**src/rtl/bru_pkg.sv**
```systemverilog
// Shared types for the branch resolution unit: in-flight prediction record,
// resolution FSM states and the prediction-check helper.
package bru_pkg;

    localparam int unsigned PC_W = 64;

    // One fetch-time prediction; pred == 0 means "predicted not-taken".
    typedef struct packed {
        logic [PC_W-1:0] pc;
        logic [PC_W-1:0] pred;
    } inflight_entry_t;

    typedef enum logic [0:0] {
        RUN   = 1'b0,
        FLUSH = 1'b1
    } bru_state_t;

    // A prediction is right when a taken outcome hit the recorded target,
    // or a not-taken outcome was recorded with no target at all.
    function automatic logic pred_correct(input inflight_entry_t e,
                                          input logic            taken,
                                          input logic [PC_W-1:0] target);
        if (taken) begin
            return e.pred == target;
        end
        return e.pred == '0;
    endfunction

endpackage

```
**src/rtl/bru_inflight_fifo.sv**
```systemverilog
// In-flight prediction FIFO: one entry per fetched instruction awaiting
// resolution. Clear has priority over push and pop.
module bru_inflight_fifo
    import bru_pkg::*;
#(
    parameter int unsigned DEPTH = 4
) (
    input  logic                   clk,
    input  logic                   arst_n,
    input  logic                   push,
    input  inflight_entry_t        push_entry,
    input  logic                   pop,
    input  logic                   clear,
    output inflight_entry_t        head,
    output logic                   full,
    output logic                   empty,
    output logic [$clog2(DEPTH):0] occupancy
);

    localparam int unsigned PtrW = $clog2(DEPTH);
    localparam int unsigned OccW = PtrW + 1;

    inflight_entry_t mem_q [DEPTH];
    logic [PtrW-1:0] rd_ptr_q, wr_ptr_q;
    logic [OccW-1:0] occ_q;
    logic            do_push, do_pop;

    assign full      = occ_q == OccW'(DEPTH);
    assign empty     = occ_q == '0;
    assign occupancy = occ_q;
    assign head      = mem_q[rd_ptr_q];

    assign do_push = push & ~full & ~clear;
    assign do_pop  = pop & ~empty & ~clear;

    // Entry storage; contents behind the pointers need no reset.
    always_ff @(posedge clk) begin
        if (do_push) begin
            mem_q[wr_ptr_q] <= push_entry;
        end
    end

    // Pointers wrap naturally since DEPTH is a power of two.
    always_ff @(posedge clk) begin
        if (!arst_n || clear) begin
            rd_ptr_q <= '0;
            wr_ptr_q <= '0;
            occ_q    <= '0;
        end else begin
            if (do_push) begin
                wr_ptr_q <= wr_ptr_q + PtrW'(1);
            end
            if (do_pop) begin
                rd_ptr_q <= rd_ptr_q + PtrW'(1);
            end
            occ_q <= occ_q + OccW'(do_push) - OccW'(do_pop);
        end
    end

endmodule

```
**src/rtl/branch_resolution_unit.sv**
```systemverilog
// Branch resolution unit: checks fetch-time BTB predictions against execute
// outcomes, raises redirect/flush on a mispredict and emits BTB updates.
// Optional macro BRU_PERF_COUNTERS_EN adds resolve/mispredict counters.
module branch_resolution_unit
    import bru_pkg::*;
#(
    parameter int unsigned DEPTH        = 4,
    parameter int unsigned FLUSH_CYCLES = 2,
    parameter int unsigned INSTR_BYTES  = 4
) (
    input  logic                   clk,
    input  logic                   arst_n,
    input  logic                   push_valid,
    input  logic [63:0]            push_pc,
    input  logic [63:0]            push_pred,
    output logic                   push_full,
    input  logic                   res_valid,
    input  logic [63:0]            res_pc,
    input  logic                   res_taken,
    input  logic                   res_jumped,
    input  logic [63:0]            res_target,
    output logic                   mispredict,
    output logic [63:0]            redirect_pc,
    output logic                   flush,
    output logic                   upd_valid,
    output logic [63:0]            upd_pc,
    output logic [63:0]            upd_target,
    output logic                   upd_taken,
    output logic                   upd_jumped,
    output logic                   sync_error,
`ifdef BRU_PERF_COUNTERS_EN
    output logic [31:0]            perf_resolved,
    output logic [31:0]            perf_mispredicts,
`endif
    output logic [$clog2(DEPTH):0] occupancy
);

    localparam int unsigned CntW = $clog2(FLUSH_CYCLES + 1);

    bru_state_t      state_q, state_d;
    logic [CntW-1:0] cnt_q, cnt_d;

    inflight_entry_t head;
    inflight_entry_t push_entry;
    logic            fifo_full, fifo_empty;
    logic            in_run, res_accept, push_accept, taken, pc_mismatch, miss;
    logic [63:0]     redirect_next;

    assign push_entry = '{pc: push_pc, pred: push_pred};
    assign push_full  = fifo_full;

    // Resolve decision against the head entry as held at the start of the cycle.
    always_comb begin
        in_run        = state_q == RUN;
        taken         = res_taken | res_jumped;
        res_accept    = res_valid & ~fifo_empty & in_run;
        pc_mismatch   = head.pc != res_pc;
        miss          = res_accept & (pc_mismatch | ~pred_correct(head, taken, res_target));
        // A push racing a mispredict belongs to the squashed path.
        push_accept   = push_valid & ~fifo_full & in_run & ~miss;
        redirect_next = taken ? res_target : res_pc + 64'(INSTR_BYTES);
    end

    bru_inflight_fifo #(
        .DEPTH (DEPTH)
    ) u_fifo (
        .clk        (clk),
        .arst_n     (arst_n),
        .push       (push_accept),
        .push_entry (push_entry),
        .pop        (res_accept),
        .clear      (miss),
        .head       (head),
        .full       (fifo_full),
        .empty      (fifo_empty),
        .occupancy  (occupancy)
    );

    // RUN/FLUSH sequencing; the counter holds how many flush cycles have elapsed.
    always_comb begin
        state_d = state_q;
        cnt_d   = cnt_q;
        unique case (state_q)
            RUN: begin
                if (miss) begin
                    state_d = FLUSH;
                    cnt_d   = CntW'(1);
                end
            end
            FLUSH: begin
                if (cnt_q == CntW'(FLUSH_CYCLES)) begin
                    state_d = RUN;
                    cnt_d   = '0;
                end else begin
                    cnt_d = cnt_q + CntW'(1);
                end
            end
            default: begin
                state_d = RUN;
                cnt_d   = '0;
            end
        endcase
    end

    // FSM state register.
    always_ff @(posedge clk) begin
        if (!arst_n) begin
            state_q <= RUN;
            cnt_q   <= '0;
        end else begin
            state_q <= state_d;
            cnt_q   <= cnt_d;
        end
    end

    // Registered outputs; data fields are zero whenever their strobe is low.
    always_ff @(posedge clk) begin
        if (!arst_n) begin
            mispredict  <= 1'b0;
            redirect_pc <= '0;
            flush       <= 1'b0;
            sync_error  <= 1'b0;
            upd_valid   <= 1'b0;
            upd_pc      <= '0;
            upd_target  <= '0;
            upd_taken   <= 1'b0;
            upd_jumped  <= 1'b0;
        end else begin
            mispredict  <= miss;
            redirect_pc <= miss ? redirect_next : '0;
            flush       <= state_d == FLUSH;
            sync_error  <= res_accept & pc_mismatch;
            upd_valid   <= res_accept & taken;
            upd_pc      <= (res_accept & taken) ? res_pc : '0;
            upd_target  <= (res_accept & taken) ? res_target : '0;
            upd_taken   <= res_accept & taken & res_taken;
            upd_jumped  <= res_accept & taken & res_jumped;
        end
    end

`ifdef BRU_PERF_COUNTERS_EN
    logic [31:0] perf_resolved_q, perf_mispredicts_q;

    assign perf_resolved    = perf_resolved_q;
    assign perf_mispredicts = perf_mispredicts_q;

    // Free-running event counters, wrapping at 2^32.
    always_ff @(posedge clk) begin
        if (!arst_n) begin
            perf_resolved_q    <= '0;
            perf_mispredicts_q <= '0;
        end else begin
            perf_resolved_q    <= perf_resolved_q + 32'(res_accept);
            perf_mispredicts_q <= perf_mispredicts_q + 32'(miss);
        end
    end
`endif

endmodule

```
**config.mk**
```make
export PLATFORM = sky130hd
export DESIGN_NAME = branch_resolution_unit
export DESIGN_NICKNAME = d
export VERILOG_FILES = /design/src/rtl/bru_pkg.sv /design/src/rtl/bru_inflight_fifo.sv /design/src/rtl/branch_resolution_unit.sv
export SDC_FILE = /design/constraint.sdc
export NUM_CORES = 1
export LEC_CHECK = 0
export CORE_MARGIN = 2
export CORE_UTILIZATION = 61
export CTS_CLUSTER_SIZE = 16
export DETAILED_ROUTE_END_ITERATION = 10
export DONT_BUFFER_PORTS = 1
export PLACE_DENSITY = 0.78
export SYNTH_ARGS = -nofsm -noshare
export SYNTH_HDL_FRONTEND = slang
export SYNTH_SLANG_ARGS = --single-unit
```
**constraint.sdc**
```tcl
create_clock -name clk -period 13 [get_ports clk]
set_input_delay 2.6 -clock clk [delete_from_list [all_inputs] [get_ports clk]]
set_output_delay 2.6 -clock clk [all_outputs]
set_load 0.02 [all_outputs]
```
==> results.toml <==
[run_status]
status = "completed"

[synthesis]
yosysSeqAreaShare_pct = 68.9
synth.top_cells.by_count = "512 x edfxtp_1, 209 x dfxtp_1, 162 x xnor2_1"
ys_types = 54
syn-cell-area_mm2 = 0.0284
syn_inst = 1763
ys_ff_latch = 721
synth.avg_cell_area_um2 = 16.1
synth_edf_count = 512
synthDominantCellAreaShare_pct = 54.2
ys_warn_count = 0
ys.flop_type = "edfxtp_1"
synth_area_leader_cell = "edfxtp_1"
synth.most_common_cell = "edfxtp_1"
synthTopCellsByArea = "edfxtp_1 54%, dfxtp_1 15%, mux4_2 9.8%, xnor2_1 5.0%, and2_1 2.7%"
syn-num-nets = 2033
async_flop_share_pct = 0

[job]
maxCapViolations = 0

[global_routing]
grt_antenna_before_repair = 7
grt_pass1_wl_um = 115000
grt_max_degree = 77
grt_pass1_vias = 16000
busiest_layer = "met2"
globalRouteMet2Util_pct = 53.3
grtUsageTotal_pct = 34.4
grt-ovfl-total = 0
use_met1_pct = 44.9
use_met3_pct = 12.2

[placed_design]
place_area_mm2 = 0.0289
portBuffers = 0
gp_congestion = 0.967
dp_hpwl_um = 59400

[detailed_routing]
dr.pass1.iters = 5
drt_first_iter_violations = 2461
avgViaCountPerCell = 6.79
drtAntennaViolNets = 0
wl_um = 83200
routedWlPerCell_um = 34.1
route.detailed.drc = 0
vias = 16600

[clocking]
htreeDepth = 3
cts_buffer_depth = 3
clkTransAtPathRegs_ns = 0.06
cts_resized = 0
cts_sinks = 721
cts_root_buf = "clkbuf_16"
cts_tree = "done"
cts_hold_buf = 0
cts_buffers = 71
insertion_delay_ns = 0.61
cts_setup_buffers = 0

[sta]
relSlewSlack_pct = 27.4
finalSetupViolCount = 0
hold_viol = 0
rsz0062_at_grt = "false"
skew_ns = 0.0263
fin_crit_ns = 6.18
tns_ns = 0
maxSlewViolCount = 0
fmax_ghz = 0.162
post-route-period-util_pct = 47.6
worst_pin_slew_ns = 1.09

[pwr]
p_sw_w = 0.00168
peakVddDrop_v = 0.000161
power.leakage_nw = 9.88
powerDensity_mw_per_mm2 = 198
p_comb_share_pct = 14.7
p_int_w = 0.00455
p_seq_share_pct = 50.3
clock_power_share_pct = 35.0
swShare_pct = 27.0

[cells_and_area]
utilization_pct = 68.0
multi_input_area_mm2 = 0.00834
nNetsFinal = 2040
fin_area_mm2 = 0.0314
area_growth_syn_to_layout_pct = 10.8
fillers = 3027
seqCellArea_mm2 = 0.0196
drive_gt1_share_pct = 16.1

[critical_path]
r2r_setup_slack_ns = 6.82
endpoint_kind = "flop"
ff2ff_path_depth = 11
worstSetupStartpointType = "flop"
r2r-end = "u_fifo.mem_q[3][103]"
cp_data_arrival_time_ns = 6.40
crit_path_max_fanout = 59
required_ns = 13.22
crit_type = "reg -> reg"

[hold_path]
min_to = "cnt_q[1]"
hp-class = "reg -> reg"
min_from = "cnt_q[1]"
hold_path_depth = 1

[floorplanning]
coreArea_mm2 = 0.0463
start_util_pct = 61.3
io_pins = 464
die-area_mm2 = 0.0483
die_h_um = 220
die_x_um = 220
placementRows = 79
## worst max-delay path by stage
| stage | start | to | slack (ns) |
|---|---|---|---|
| CTS | flop | u_fifo.mem_q[3][103] | 6.73 |
| global placement | res_jumped | u_fifo.mem_q[3][82] | 6.67 |
| detailed placement | res_jumped | u_fifo.mem_q[3][32] | 6.52 |
| global route | flop | u_fifo.mem_q[3][103] | 6.29 |
| finish | flop | u_fifo.mem_q[3][103] | 6.82 |
| floorplan | res_jumped | u_fifo.mem_q[0][0] | 1.92 |
## flip-flops by register name (all words and copies together), names as in the netlist, named ones only
name / count
flush: 1
u_fifo.mem_q: 512
upd_taken: 1
sync_error: 1
upd_jumped: 1
cnt_q: 2
u_fifo.wr_ptr_q: 2
upd_valid: 1
upd_pc: 64
u_fifo.occupancy: 3
u_fifo.rd_ptr_q: 2
redirect_pc: 64
mispredict: 1
upd_target: 64
## power by group through the flow
stage / Sequential [W] / Clock, W / Combinational, W
after floorplan: 0.00319 / 0 / 0.000631
after global placement: 0.00316 / 0 / 0.000896
after detailed placement: 0.00318 / 0 / 0.000903
after CTS: 0.00313 / 0.00220 / 0.000910
after global routing: 0.00316 / 0.00228 / 0.000967
final: 0.00314 / 0.00218 / 0.000915
## stage by stage
step                std cells  total power (W)  setup WS, ns  hold slack, ns
finish                   2439          0.00624          6.82           0.456
detailed placement       2304          0.00408          6.52           0.448
CTS                      2436          0.00624          6.73           0.456
floorplan                1763          0.00382          1.92           0.426
global placement         2304          0.00406          6.67           0.437
global route             2436          0.00641          6.29           0.494
## cell type report
| class | count | area share [%] |
|---|---|---|
| flip-flops and latches | 721 | 62.2 |
| multi-input cells | 935 | 26.5 |
| clock buffers | 100 | 7.00 |
| well taps | 607 | 2.42 |
| clock inverters | 32 | 1.09 |
| repair buffers | 19 | 0.454 |
| inverters | 22 | 0.263 |
| diodes | 3 | 0.0239 |
## worst max-delay path, stage by stage (launching register included)
cell and delay [ns]:
dfxtp_4 0.66, buf_4 0.69, buf_4 0.65, mux4_2 0.59
xnor2_1 0.35, nand4_1 0.14, nor4_1 0.36, nand4_1 0.27
inv_1 0.21, nand2_1 0.33, a21oi_4 0.59, buf_4 0.82
## logic make-up after synthesis
group,Yosys count,synth area share (%)
flip-flops,721,68.9
AND/OR/NAND/NOR,492,9.52
XOR/XNOR,195,6.02
multiplexers,141,10.4
buffers and inverters,107,1.90
AO/OA/AOI/OAI,99,2.81
adder cells (fa/ha/maj),8,0.379
## layer usage
layer / share of wire, % / routed length (um)
met1: 36 / 29600
met2: 47 / 38800
met3: 14 / 11600
met4: 3.8 / 3170
met5: 0.016 / 13
## cells in the final DEF (no fill, tap or decap), types with 10 or more instances in the layout
master / n
inv_1: 21
clkinv_2: 11
mux2i_1: 16
and2_1: 124
nand2_1: 38
a211oi_2: 14
and3_1: 11
clkbuf_1: 10
nor4_1: 52
nor3_1: 25
nand4_1: 71
nand3_1: 30
dfxtp_1: 207
nor2_1: 106
edfxtp_1: 512
a211oi_1: 48
xnor2_1: 162
buf_4: 19
xor2_1: 33
mux4_2: 124
clkbuf_16: 83
No activity file was read; power rests on OpenSTA's default activity.
